File: src/rtl/ctrl_pkg.sv
// Shared opcode, state and ALU-select encodings for the parameterised control unit.
package ctrl_pkg;

    localparam logic [3:0] OP_NOOP  = 4'd0;
    localparam logic [3:0] OP_STORE = 4'd1;
    localparam logic [3:0] OP_LOAD  = 4'd2;
    localparam logic [3:0] OP_ADD   = 4'd3;
    localparam logic [3:0] OP_SUB   = 4'd4;
    localparam logic [3:0] OP_HALT  = 4'd5;
    localparam logic [3:0] OP_JUMP  = 4'd6;
    localparam logic [3:0] OP_JZ    = 4'd7;

    localparam logic [2:0] ALU_NONE = 3'b000;
    localparam logic [2:0] ALU_ADD  = 3'b001;
    localparam logic [2:0] ALU_SUB  = 3'b010;

    typedef enum logic [4:0] {
        S_INIT    = 5'd0,
        S_FETCH   = 5'd1,
        S_DECODE  = 5'd2,
        S_NOOP    = 5'd3,
        S_LOAD_A  = 5'd4,
        S_LOAD_B  = 5'd5,
        S_STORE_A = 5'd6,
        S_STORE_B = 5'd7,
        S_ARITH_A = 5'd8,
        S_ARITH_B = 5'd9,
        S_JUMP    = 5'd10,
        S_JZ      = 5'd11,
        S_HALT    = 5'd12,
        S_ERROR   = 5'd13
    } state_t;

    function automatic logic [2:0] alu_sel(input logic [3:0] op);
        return (op == OP_SUB) ? ALU_SUB : ALU_ADD;
    endfunction

endpackage

File: src/rtl/ctrl_unit_param_if.sv
// Bus between the control unit (master) and the datapath/memory it steers (slave).
interface ctrl_unit_param_if #(
    parameter int AW = 8,
    parameter int RW = 4,
    parameter int PW = 8
);
    localparam int IW = 4 + AW + RW;

    logic [IW-1:0] IR;
    logic          D_rdy;
    logic          RF_A_zero;
    logic          Resume;

    logic [AW-1:0] D_addr;
    logic          D_wr;
    logic          IR_ld;
    logic          PC_clr;
    logic          PC_inc;
    logic          PC_ld;
    logic [PW-1:0] PC_target;
    logic [RW-1:0] RF_A_addr;
    logic [RW-1:0] RF_B_addr;
    logic          RF_WenA;
    logic          RF_WenB;
    logic [2:0]    ALU_S;
    logic          Halted;
    logic          Err;
    logic [4:0]    State;

    modport master (
        input  IR, D_rdy, RF_A_zero, Resume,
        output D_addr, D_wr, IR_ld, PC_clr, PC_inc, PC_ld, PC_target,
               RF_A_addr, RF_B_addr, RF_WenA, RF_WenB, ALU_S, Halted, Err, State
    );

    modport slave (
        output IR, D_rdy, RF_A_zero, Resume,
        input  D_addr, D_wr, IR_ld, PC_clr, PC_inc, PC_ld, PC_target,
               RF_A_addr, RF_B_addr, RF_WenA, RF_WenB, ALU_S, Halted, Err, State
    );
endinterface

File: src/rtl/ctrl_wait_timer.sv
// Counts memory wait cycles; expired fires on the wait cycle that would bring the count to TMO.
module ctrl_wait_timer #(
    parameter int TMO = 15
) (
    input  logic clk,
    input  logic rst_n,
    input  logic clr,
    input  logic tick,
    output logic expired
);
    logic [7:0] r_count;

    always_ff @(posedge clk or negedge rst_n) begin
        if (!rst_n) begin
            r_count <= '0;
        end else if (clr) begin
            r_count <= '0;
        end else if (tick) begin
            r_count <= r_count + 8'd1;
        end
    end

    // A ready in the final cycle suppresses tick, so completion wins over timeout.
    assign expired = tick && (r_count == 8'(TMO - 1));
endmodule

File: src/rtl/ctrl_unit_param.sv
// Multi-cycle instruction sequencer: decodes IR and drives PC, register-file, ALU and data-memory controls.
module ctrl_unit_param
    import ctrl_pkg::*;
#(
    parameter int AW  = 8,
    parameter int RW  = 4,
    parameter int PW  = 8,
    parameter int TMO = 15
) (
    input  logic Clk,
    input  logic Reset_n,
    ctrl_unit_param_if.master bus
);
    localparam int IW = 4 + AW + RW;

    state_t        r_state;
    state_t        w_next;
    logic [3:0]    w_op;
    logic          w_waiting;
    logic          w_expired;

    logic [AW-1:0] w_d_addr;
    logic          w_d_wr, w_ir_ld, w_pc_clr, w_pc_inc, w_pc_ld;
    logic [PW-1:0] w_pc_target;
    logic [RW-1:0] w_rf_a_addr, w_rf_b_addr;
    logic          w_rf_wena, w_rf_wenb, w_halted, w_err;
    logic [2:0]    w_alu_s;

    assign w_op      = bus.IR[IW-1:IW-4];
    assign w_waiting = (r_state == S_LOAD_A) || (r_state == S_STORE_B);

    // Held clear outside the two wait states, so every entry starts from zero.
    ctrl_wait_timer #(.TMO(TMO)) u_timer (
        .clk     (Clk),
        .rst_n   (Reset_n),
        .clr     (!w_waiting),
        .tick    (w_waiting && !bus.D_rdy),
        .expired (w_expired)
    );

    always_ff @(posedge Clk or negedge Reset_n) begin
        if (!Reset_n) r_state <= S_INIT;
        else          r_state <= w_next;
    end

    always_comb begin
        w_next = r_state;
        case (r_state)
            S_INIT:    w_next = S_FETCH;
            S_FETCH:   w_next = S_DECODE;
            S_DECODE: begin
                case (w_op)
                    OP_NOOP:         w_next = S_NOOP;
                    OP_STORE:        w_next = S_STORE_A;
                    OP_LOAD:         w_next = S_LOAD_A;
                    OP_ADD, OP_SUB:  w_next = S_ARITH_A;
                    OP_HALT:         w_next = S_HALT;
                    OP_JUMP:         w_next = S_JUMP;
                    OP_JZ:           w_next = S_JZ;
                    default:         w_next = S_ERROR;
                endcase
            end
            S_NOOP:    w_next = S_FETCH;
            S_LOAD_A:  w_next = bus.D_rdy ? S_LOAD_B : (w_expired ? S_ERROR : S_LOAD_A);
            S_LOAD_B:  w_next = S_FETCH;
            S_STORE_A: w_next = S_STORE_B;
            S_STORE_B: w_next = bus.D_rdy ? S_FETCH : (w_expired ? S_ERROR : S_STORE_B);
            S_ARITH_A: w_next = S_ARITH_B;
            S_ARITH_B: w_next = S_FETCH;
            S_JUMP:    w_next = S_FETCH;
            S_JZ:      w_next = S_FETCH;
            S_HALT:    w_next = bus.Resume ? S_FETCH : S_HALT;
            S_ERROR:   w_next = S_ERROR;
            default:   w_next = S_ERROR;
        endcase
    end

    always_comb begin
        w_d_addr    = '0;
        w_d_wr      = 1'b0;
        w_ir_ld     = 1'b0;
        w_pc_clr    = 1'b0;
        w_pc_inc    = 1'b0;
        w_pc_ld     = 1'b0;
        w_pc_target = '0;
        w_rf_a_addr = '0;
        w_rf_b_addr = '0;
        w_rf_wena   = 1'b0;
        w_rf_wenb   = 1'b0;
        w_alu_s     = ALU_NONE;
        w_halted    = 1'b0;
        w_err       = 1'b0;
        case (r_state)
            S_INIT:    w_pc_clr = 1'b1;
            S_FETCH:   w_ir_ld  = 1'b1;
            S_DECODE:  w_pc_inc = 1'b1;
            S_LOAD_A:  w_d_addr = bus.IR[AW+RW-1:RW];
            S_LOAD_B: begin
                w_d_addr    = bus.IR[AW+RW-1:RW];
                w_rf_a_addr = bus.IR[RW-1:0];
                w_rf_wena   = 1'b1;
            end
            S_STORE_A: w_rf_a_addr = bus.IR[AW+RW-1:AW];
            S_STORE_B: begin
                w_d_addr = bus.IR[AW-1:0];
                w_d_wr   = 1'b1;
            end
            S_ARITH_A: begin
                w_rf_a_addr = bus.IR[AW+RW-1:AW];
                w_rf_b_addr = bus.IR[AW-1:AW-RW];
                w_alu_s     = alu_sel(w_op);
            end
            S_ARITH_B: begin
                w_rf_b_addr = bus.IR[RW-1:0];
                w_rf_wenb   = 1'b1;
                w_alu_s     = alu_sel(w_op);
            end
            S_JUMP: begin
                w_pc_ld     = 1'b1;
                w_pc_target = bus.IR[PW-1:0];
            end
            S_JZ: begin
                w_rf_a_addr = bus.IR[AW+RW-1:AW];
                w_pc_target = bus.IR[PW-1:0];
                w_pc_ld     = bus.RF_A_zero;
            end
            S_HALT:    w_halted = 1'b1;
            S_ERROR:   w_err    = 1'b1;
            default: ;
        endcase
    end

    assign bus.D_addr    = w_d_addr;
    assign bus.D_wr      = w_d_wr;
    assign bus.IR_ld     = w_ir_ld;
    assign bus.PC_clr    = w_pc_clr;
    assign bus.PC_inc    = w_pc_inc;
    assign bus.PC_ld     = w_pc_ld;
    assign bus.PC_target = w_pc_target;
    assign bus.RF_A_addr = w_rf_a_addr;
    assign bus.RF_B_addr = w_rf_b_addr;
    assign bus.RF_WenA   = w_rf_wena;
    assign bus.RF_WenB   = w_rf_wenb;
    assign bus.ALU_S     = w_alu_s;
    assign bus.Halted    = w_halted;
    assign bus.Err       = w_err;
    assign bus.State     = r_state;
endmodule
File: src/flat_wrapper.sv
// flat-port wrapper written by rule: the top's interface ports become plain ports
module ctrl_unit_param_flat import ctrl_pkg::*;
#(
    parameter int AW  = 8,
    parameter int RW  = 4,
    parameter int PW  = 8,
    parameter int TMO = 15
)
  (Clk, Reset_n, bus_IR, bus_D_rdy, bus_RF_A_zero, bus_Resume, bus_D_addr, bus_D_wr, bus_IR_ld, bus_PC_clr, bus_PC_inc, bus_PC_ld, bus_PC_target, bus_RF_A_addr, bus_RF_B_addr, bus_RF_WenA, bus_RF_WenB, bus_ALU_S, bus_Halted, bus_Err, bus_State);
  ctrl_unit_param_if #(.AW(AW), .RW(RW), .PW(PW)) bus_i ();
  input  logic Clk;
  input  logic Reset_n;
  input wire logic [$bits(bus_i.IR)-1:0] bus_IR;
  input wire logic [$bits(bus_i.D_rdy)-1:0] bus_D_rdy;
  input wire logic [$bits(bus_i.RF_A_zero)-1:0] bus_RF_A_zero;
  input wire logic [$bits(bus_i.Resume)-1:0] bus_Resume;
  output wire logic [$bits(bus_i.D_addr)-1:0] bus_D_addr;
  output wire logic [$bits(bus_i.D_wr)-1:0] bus_D_wr;
  output wire logic [$bits(bus_i.IR_ld)-1:0] bus_IR_ld;
  output wire logic [$bits(bus_i.PC_clr)-1:0] bus_PC_clr;
  output wire logic [$bits(bus_i.PC_inc)-1:0] bus_PC_inc;
  output wire logic [$bits(bus_i.PC_ld)-1:0] bus_PC_ld;
  output wire logic [$bits(bus_i.PC_target)-1:0] bus_PC_target;
  output wire logic [$bits(bus_i.RF_A_addr)-1:0] bus_RF_A_addr;
  output wire logic [$bits(bus_i.RF_B_addr)-1:0] bus_RF_B_addr;
  output wire logic [$bits(bus_i.RF_WenA)-1:0] bus_RF_WenA;
  output wire logic [$bits(bus_i.RF_WenB)-1:0] bus_RF_WenB;
  output wire logic [$bits(bus_i.ALU_S)-1:0] bus_ALU_S;
  output wire logic [$bits(bus_i.Halted)-1:0] bus_Halted;
  output wire logic [$bits(bus_i.Err)-1:0] bus_Err;
  output wire logic [$bits(bus_i.State)-1:0] bus_State;
  assign bus_i.IR = bus_IR;
  assign bus_i.D_rdy = bus_D_rdy;
  assign bus_i.RF_A_zero = bus_RF_A_zero;
  assign bus_i.Resume = bus_Resume;
  assign bus_D_addr = bus_i.D_addr;
  assign bus_D_wr = bus_i.D_wr;
  assign bus_IR_ld = bus_i.IR_ld;
  assign bus_PC_clr = bus_i.PC_clr;
  assign bus_PC_inc = bus_i.PC_inc;
  assign bus_PC_ld = bus_i.PC_ld;
  assign bus_PC_target = bus_i.PC_target;
  assign bus_RF_A_addr = bus_i.RF_A_addr;
  assign bus_RF_B_addr = bus_i.RF_B_addr;
  assign bus_RF_WenA = bus_i.RF_WenA;
  assign bus_RF_WenB = bus_i.RF_WenB;
  assign bus_ALU_S = bus_i.ALU_S;
  assign bus_Halted = bus_i.Halted;
  assign bus_Err = bus_i.Err;
  assign bus_State = bus_i.State;
  ctrl_unit_param #(.AW(AW), .RW(RW), .PW(PW), .TMO(TMO)) u_core (.Clk(Clk), .Reset_n(Reset_n), .bus(bus_i));
endmodule
File: config.mk
export PLATFORM = sky130hd
export DESIGN_NAME = ctrl_unit_param_flat
export DESIGN_NICKNAME = d
export VERILOG_FILES = /design/src/rtl/ctrl_pkg.sv /design/src/rtl/ctrl_unit_param_if.sv /design/src/rtl/ctrl_wait_timer.sv /design/src/rtl/ctrl_unit_param.sv /design/src/flat_wrapper.sv
export SDC_FILE = /design/constraint.sdc
export NUM_CORES = 1
export LEC_CHECK = 0
export BUFFER_PORTS_ARGS = -buffer_cell sky130_fd_sc_hd__buf_2
export CAP_MARGIN = 0
export CORE_ASPECT_RATIO = 1.1
export CORE_MARGIN = 2
export CORE_UTILIZATION = 41
export DETAILED_ROUTE_END_ITERATION = 7
export GPL_TIMING_DRIVEN = 0
export HOLD_SLACK_MARGIN = 0.1
export PLACE_DENSITY = 0.85
export SKIP_CTS_REPAIR_TIMING = 1
export SYNTH_ARGS = -nofsm -noshare
export SYNTH_HDL_FRONTEND = slang
export SYNTH_SLANG_ARGS = --single-unit
File: constraint.sdc
create_clock -name Clk -period 1.4 [get_ports Clk]
set_input_delay 0.21 -clock Clk [delete_from_list [all_inputs] [get_ports Clk]]
set_output_delay 0.21 -clock Clk [all_outputs]
set_load 0.02 [all_outputs]
==> results.yml, run 1 <==
status:
  status: "finished, violations left"
  violations: "negative setup slack"
critical_path:
  cpMaxStageDelayCell: "dfrtp_2"
  cp_top_family: "compound AO/OA/AOI/OAI gates"
  path_cells: "buf_6, nand3b_1, o21ai_1, a22o_2, a22o_4, buf_6"
  cpPeakStageDelay_ps: 470
  crit_top_cell: "buf_6"
  end_kind: "output pin"
  cp_max_fo: 5
  cp.required_ps: 1190
  crit_arrival_ps: 1710
  crit_path_start_kind: "flip-flop"
  cp.buffers_inverters: 2
  crit_type: "reg -> out"
global_routing:
  gr-usage-met3: 0.0378
  globalRouteMet1Util: 0.242
  grt_pass1_vias: 1244
  grt_pass1_wl_mm: 5.63
  overflow: 0
  globalRouteTotalUtil: 0.208
  grt_use_met2: 0.390
  antenna_found_initial: 0
  grt-busiest-layer: "met2"
  grt_max_degree: 13
power_and_ir_drop:
  p_per_area_nw_per_um2: 1910
  peakVddDrop_uv: 1600
  leakage_nw: 1.08
routing:
  routed_wl_mm: 5.75
  first_pass_iters: 4
  viasPerCell: 5.94
  drc_errors: 0
  ant_nets: 0
  dr.first_iter.drc_count: 132
  wl_per_cell_um: 20.3
  routed-via-count: 1682
logic_synthesis:
  ys_seq_area_frac: 0.245
  yosys_warnings: 0
  synth-simple-area-share: 0.367
  synth_edf_count: 0
  synth_ff_type: "dfrtp_1"
  ys_types: 36
  synth_mux_area_frac: 0.0510
  synth_xor_area_frac: 0.0571
  yosys.area_share.adder: 0.0510
  syn_area_um2: 1230
  syn_area_per_cell_um2: 7.53
  synth_compound_area_frac: 0.157
  synthCells: 163
  synth.ff_latch_count: 12
  synthArstFlopShare: 1.00
  synth_top_family_by_area: "simple AND/OR/NAND/NOR gates"
sta:
  slew_viol_final: 0
  finalCritPeriodShare: 1.37
  fin_skew_ps: 2.07
  fin_ws_ps: -524
  setup_viol: 47
  period_minus_slack_ps: 1920
  clock.fmax_ghz: 0.520
  fin_hold_ws_ps: 322
  rsz0062_at_grt: "true"
  finalHoldViolations: 0
layout:
  layout_commonest_cell: "buf_4"
  nFillCells: 126
  post-route-cell-area_um2: 2420
  drive_gt1_frac: 0.636
  multi_input_area_um2: 1190
  area_delta_synth_final_pct: 96.8
  final_cell_mix: "buf_4 (32), buf_6 (31), buf_2 (25)"
  diodes: 0
  seq_area_um2: 305
  finalNetCount: 277
die:
  rows: 20
  pin_count: 62
  die-width_um: 56.2
  die_area_um2: 3450
  initial_core_util: 0.438
  die_h_um: 61.4
  core_area_um2: 2800
placed_design:
  gp_congestion: 0.863
  hpwl_mm: 2.70
  io_buffers: 59
  dpl_cell_area_um2: 1750
clocking:
  cts_tree: "built"
  clk_pin_slew_ps: 70
  clock_path_buffers: 2
  root_buffer: "clkbuf_4"
  htree_levels: 1
  clk_latency_ps: 280
  cts_inserted_buffers: 3
  cts.sinks: 12
min_path:
  min_path_type: "in -> reg"
flow_run:
  maxCapViolCount: 0
## sequential cells by signal, summed over array words and instances (netlist names)
| register | cells |
|---|---|
| u_core.bus.State | 4 |
| u_core.u_timer.r_count | 8 |
## per-layer routing
metal | vias to the layer above | part of all wire
li1 | 737 | -
met1 | 784 | 0.40
met2 | 132 | 0.47
met3 | 29 | 0.083
met4 | 0 | 0.049
met5 | - | 0
## where the power goes
| group | switching, mW | leakage (nW) | internal [mW] |
|---|---|---|---|
| Combinational | 1.98 | 0.903 | 1.81 |
| Clock | 0.117 | 0.0210 | 0.158 |
| Sequential | 0.127 | 0.157 | 0.419 |
| Total | 2.22 | 1.08 | 2.39 |
## tightest hold or removal path, stage by stage
cell and delay, ps:
buf_2 90, or3_1 120, a31oi_1 120
## final cells by class
type                       instances  area share
buffer                            13      0.0570
multi-input combinational        135       0.493
inverter                           4     0.00621
sequential                        12       0.126
timing repair buffer              82       0.285
tap                               33      0.0171
clock buffer                       4      0.0150
## cells by family (layout without fill, tap and decap cells)
logic type,Yosys count,after routing
buffers and inverters,17,103
XOR/XNOR,8,8
other,1,2
adder cells (fa/ha/maj),5,5
flip-flops,12,12
multiplexers,6,6
AO/OA/AOI/OAI,27,27
AND/OR/NAND/NOR,87,87
## metrics by stage
stage                     TNS (ps)  instances  worst slack [ps]  utilization  power [mW]
after global routing        -17170        283              -557        0.862        4.76
after detailed placement     -3720        256              -193        0.626        2.82
final                       -14590        283              -524        0.862        4.60
after global placement       -3770        256              -214        0.626        2.81
after CTS                   -14330        260              -517        0.639        3.11
after floorplan               -563        164             -66.4            -        2.26
## synth_stat cells (all sizes together) (2+ instances only)
library cell / instances / area share
nor2: 27 / 0.083
dfrtp: 12 / 0.24
nor2b: 11 / 0.056
a21oi: 10 / 0.041
nand2: 10 / 0.031
and3: 9 / 0.046
buf: 8 / 0.042
nand2b: 8 / 0.041
a22o: 6 / 0.043
clkbuf: 5 / 0.015
ha: 5 / 0.051
nand3: 5 / 0.020
nor3: 5 / 0.020
inv: 4 / 0.012
mux2i: 4 / 0.033
xnor2: 4 / 0.029
xor2: 4 / 0.029
nand4b: 3 / 0.021
nor4: 3 / 0.015
o21ai: 3 / 0.012
mux2: 2 / 0.018
nand3b: 2 / 0.012
or3: 2 / 0.010
## worst paths after layout
| path | from | to | slack [ps] | cells after the start |
|---|---|---|---|---|
| worst max-delay path | u_core.bus.State[3] | bus_RF_A_addr[2] | -520 | 6 |
| worst min-delay path | bus_D_rdy | u_core.bus.State[1] | 320 | 3 |
| worst max register to register | u_core.bus.State[0] | u_core.bus.State[3] | -320 | 7 |
| worst min register to register | u_core.u_timer.r_count[6] | u_core.u_timer.r_count[6] | 590 | 2 |
| max in group asynchronous | Reset_n | u_core.bus.State[1] | 830 | 2 |
| min in group asynchronous | Reset_n | u_core.u_timer.r_count[2] | 340 | 2 |
Power figures use the tool's default switching activity.
==> run 2: changes to the inputs <==
--- a/config.mk
+++ b/config.mk
@@ -9,12 +9,13 @@
 export CAP_MARGIN = 0
 export CORE_ASPECT_RATIO = 1.1
 export CORE_MARGIN = 2
-export CORE_UTILIZATION = 41
+export CORE_UTILIZATION = 42
 export DETAILED_ROUTE_END_ITERATION = 7
 export GPL_TIMING_DRIVEN = 0
 export HOLD_SLACK_MARGIN = 0.1
-export PLACE_DENSITY = 0.85
+export PLACE_DENSITY = 0.86
 export SKIP_CTS_REPAIR_TIMING = 1
 export SYNTH_ARGS = -nofsm -noshare
 export SYNTH_HDL_FRONTEND = slang
+export SYNTH_HIERARCHICAL = 1
 export SYNTH_SLANG_ARGS = --single-unit
==> results.yml, run 2 <==
sta:
  rsz0062_at_grt: "true"
  period_minus_slack_ps: 2060
  setup_viol: 46
  clock.fmax_ghz: 0.487
  finalCritPeriodShare: 1.47
  fin_hold_ws_ps: 340
  fin_skew_ps: 12.6
  fin_ws_ps: -655
  slew_viol_final: 0
  finalHoldViolations: 0
global_routing:
  grt_pass1_vias: 1220
  globalRouteTotalUtil: 0.206
  overflow: 0
  antenna_found_initial: 0
  grt_max_degree: 13
  grt_pass1_wl_mm: 5.66
power_and_ir_drop:
  internal_power_mw: 1.93
  seqPwrFrac: 0.126
  clockPowerShare: 0.061
  p_per_area_nw_per_um2: 1600
  peakVddDrop_uv: 1320
  leakage_nw: 1.08
  p_sw_frac: 0.483
  p_comb_frac: 0.813
  p_sw_mw: 1.80
logic_synthesis:
  synth_xor_area_frac: 0.0546
  yosys.area.top_type: "dfrtp_1"
  synth-simple-area-share: 0.350
  syn_area_um2: 1260
  syn_area_per_cell_um2: 7.93
  synth_ff_type: "dfrtp_1"
  synth.ff_latch_count: 12
  synth_compound_area_frac: 0.171
  ys_seq_area_frac: 0.238
  yosysMostFrequentCell: "nor2_1"
  yosys.area_share.adder: 0.0496
  synth_top_family_by_area: "simple AND/OR/NAND/NOR gates"
  synthArstFlopShare: 1.00
  synthCells: 159
  synth_edf_count: 0
  yosys_warnings: 6
  synth.area.top_cells: "dfrtp_1 (24%), nand2b_1 (7.4%), nor2_1 (5.4%)"
  yosys.area.top_type_share: 0.238
  synth_mux_area_frac: 0.0526
  ys_types: 43
  ys_top_cells_by_count: "nor2_1 (18), nand2b_1 (15), a21oi_1 (12), dfrtp_1 (12), nand3_1 (11)"
status:
  violations: "negative setup slack"
  status: "finished, violations left"
placed_design:
  gp_congestion: 0.807
  placed_cells: 252
  pre_cts_ws_ps: -744
  io_buffers: 59
  hpwl_mm: 2.84
routing:
  routed-via-count: 1772
  viasPerCell: 6.28
  dr.first_iter.drc_count: 128
  first_pass_iters: 4
  ant_nets: 0
  routed_wl_mm: 5.74
  drc_errors: 0
  wl_per_cell_um: 20.4
critical_path:
  cpMaxStageDelayCell: "or4b_1"
  crit_type: "reg -> reg"
  cp_top_family: "simple AND/OR/NAND/NOR gates"
  path_cells: "inv_1, ha_1, or4b_1, nor3_4, o21ai_1, and4b_1, a211o_1"
  cp_max_fo: 6
  crit_path_start_kind: "flip-flop"
  crit_arrival_ps: 2220
  cpPeakStageDelay_ps: 500
  end_kind: "flip-flop"
  cp.required_ps: 1560
  cp.buffers_inverters: 1
layout:
  finalNetCount: 276
  final_util: 0.832
  area_delta_synth_final_pct: 84.9
  drive_gt1_frac: 0.639
  largest-register: "u_core/u_timer/r_count"
  instances_no_fill: 282
  final_cell_mix: "buf_2 (36), buf_4 (31), buf_6 (25)"
  layout_commonest_cell: "buf_2"
  diodes: 0
  largest_reg_flops: 8
die:
  initial_core_util: 0.450
  die_area_um2: 3460
  core_area_um2: 2800
  rows: 20
  pin_count: 62
  die-width_um: 56.3
  die_h_um: 61.5
clocking:
  clk_pin_slew_ps: 80
  htree_levels: 1
  cts_inserted_buffers: 3
  clock_path_buffers: 2
  root_buffer: "clkbuf_4"
  cts_tree: "built"
  cts.sinks: 12
  clk_latency_ps: 280
min_path:
  min_path_type: "in -> async"
flow_run:
  maxCapViolCount: 0
run 2: changes by cell type in the layout (fill, tap and decap cells not counted), sizes merged, moves of 3 or more:
cell    before  now
nor2b       11    1
a22o         6    0
nand2b       8   15
a32o         0    5
nand3        5   11
nor2        27   18
nand4b       3    0
nand4        0    4
nand2       10    6
buf         92   96
run 2: final timing paths:
path | startpoint | end | slack, ps | cells after the start
min in group Clk | bus_Resume | u_core/bus.State[2] | 350 | 3
max in group asynchronous | Reset_n | u_core/bus.State[2] | 800 | 2
setup / recovery | u_core/u_timer/r_count[0] | u_core/bus.State[1] | -660 | 7
setup reg to reg | u_core/u_timer/r_count[0] | u_core/bus.State[1] | -660 | 7
hold reg to reg | u_core/u_timer/r_count[6] | u_core/u_timer/r_count[6] | 630 | 2
hold / removal | Reset_n | u_core/u_timer/r_count[4] | 340 | 2
run 2: final cells by class:
cell class                 count  area [µm²]
buffer                        13         130
clock buffer                   4        26.3
timing repair buffer          87         692
inverter                       4        15.0
tap                           33        41.3
multi-input combinational    129        1120
sequential                    12         304
fill                         157         470
run 2: logic make-up (layout without fill, tap and decap cells):
group,Yosys count,count (layout)
and+or+nand+nor,78,78
AOI/OAI and AO/OA,31,31
buffers and inverters,19,108
DFF,12,12
xor gates and xnor gates,7,7
muxes,6,6
adders and majority gates,5,5
other,1,2
run 2: per-stage QoR:
step	total power [mW]	setup TNS (ps)	instance area [µm²]
finish	3.73	-17810	2330
global route	3.87	-20210	2330
CTS	2.50	-17610	1730
detailed placement	2.29	-7130	1700
global placement	2.24	-6010	1700
floorplan	1.80	-3660	1370
run 2: routing by layer:
metal / global-route usage / up-vias / part of all wire
li1: - / 750 / -
met1: 0.266 / 845 / 0.37
met2: 0.358 / 142 / 0.49
met3: 0.0504 / 35 / 0.094
met4: 0.0442 / 0 / 0.053
met5: 0 / - / 0
run 2: power by group through the flow:
| stage | Sequential, mW | Clock (mW) | Combinational, mW |
|---|---|---|---|
| final | 0.470 | 0.228 | 3.03 |
| after global routing | 0.470 | 0.263 | 3.14 |
| after CTS | 0.463 | 0.220 | 1.82 |
| after detailed placement | 0.469 | 0 | 1.82 |
| after global placement | 0.465 | 0 | 1.77 |
| after floorplan | 0.511 | 0 | 1.29 |
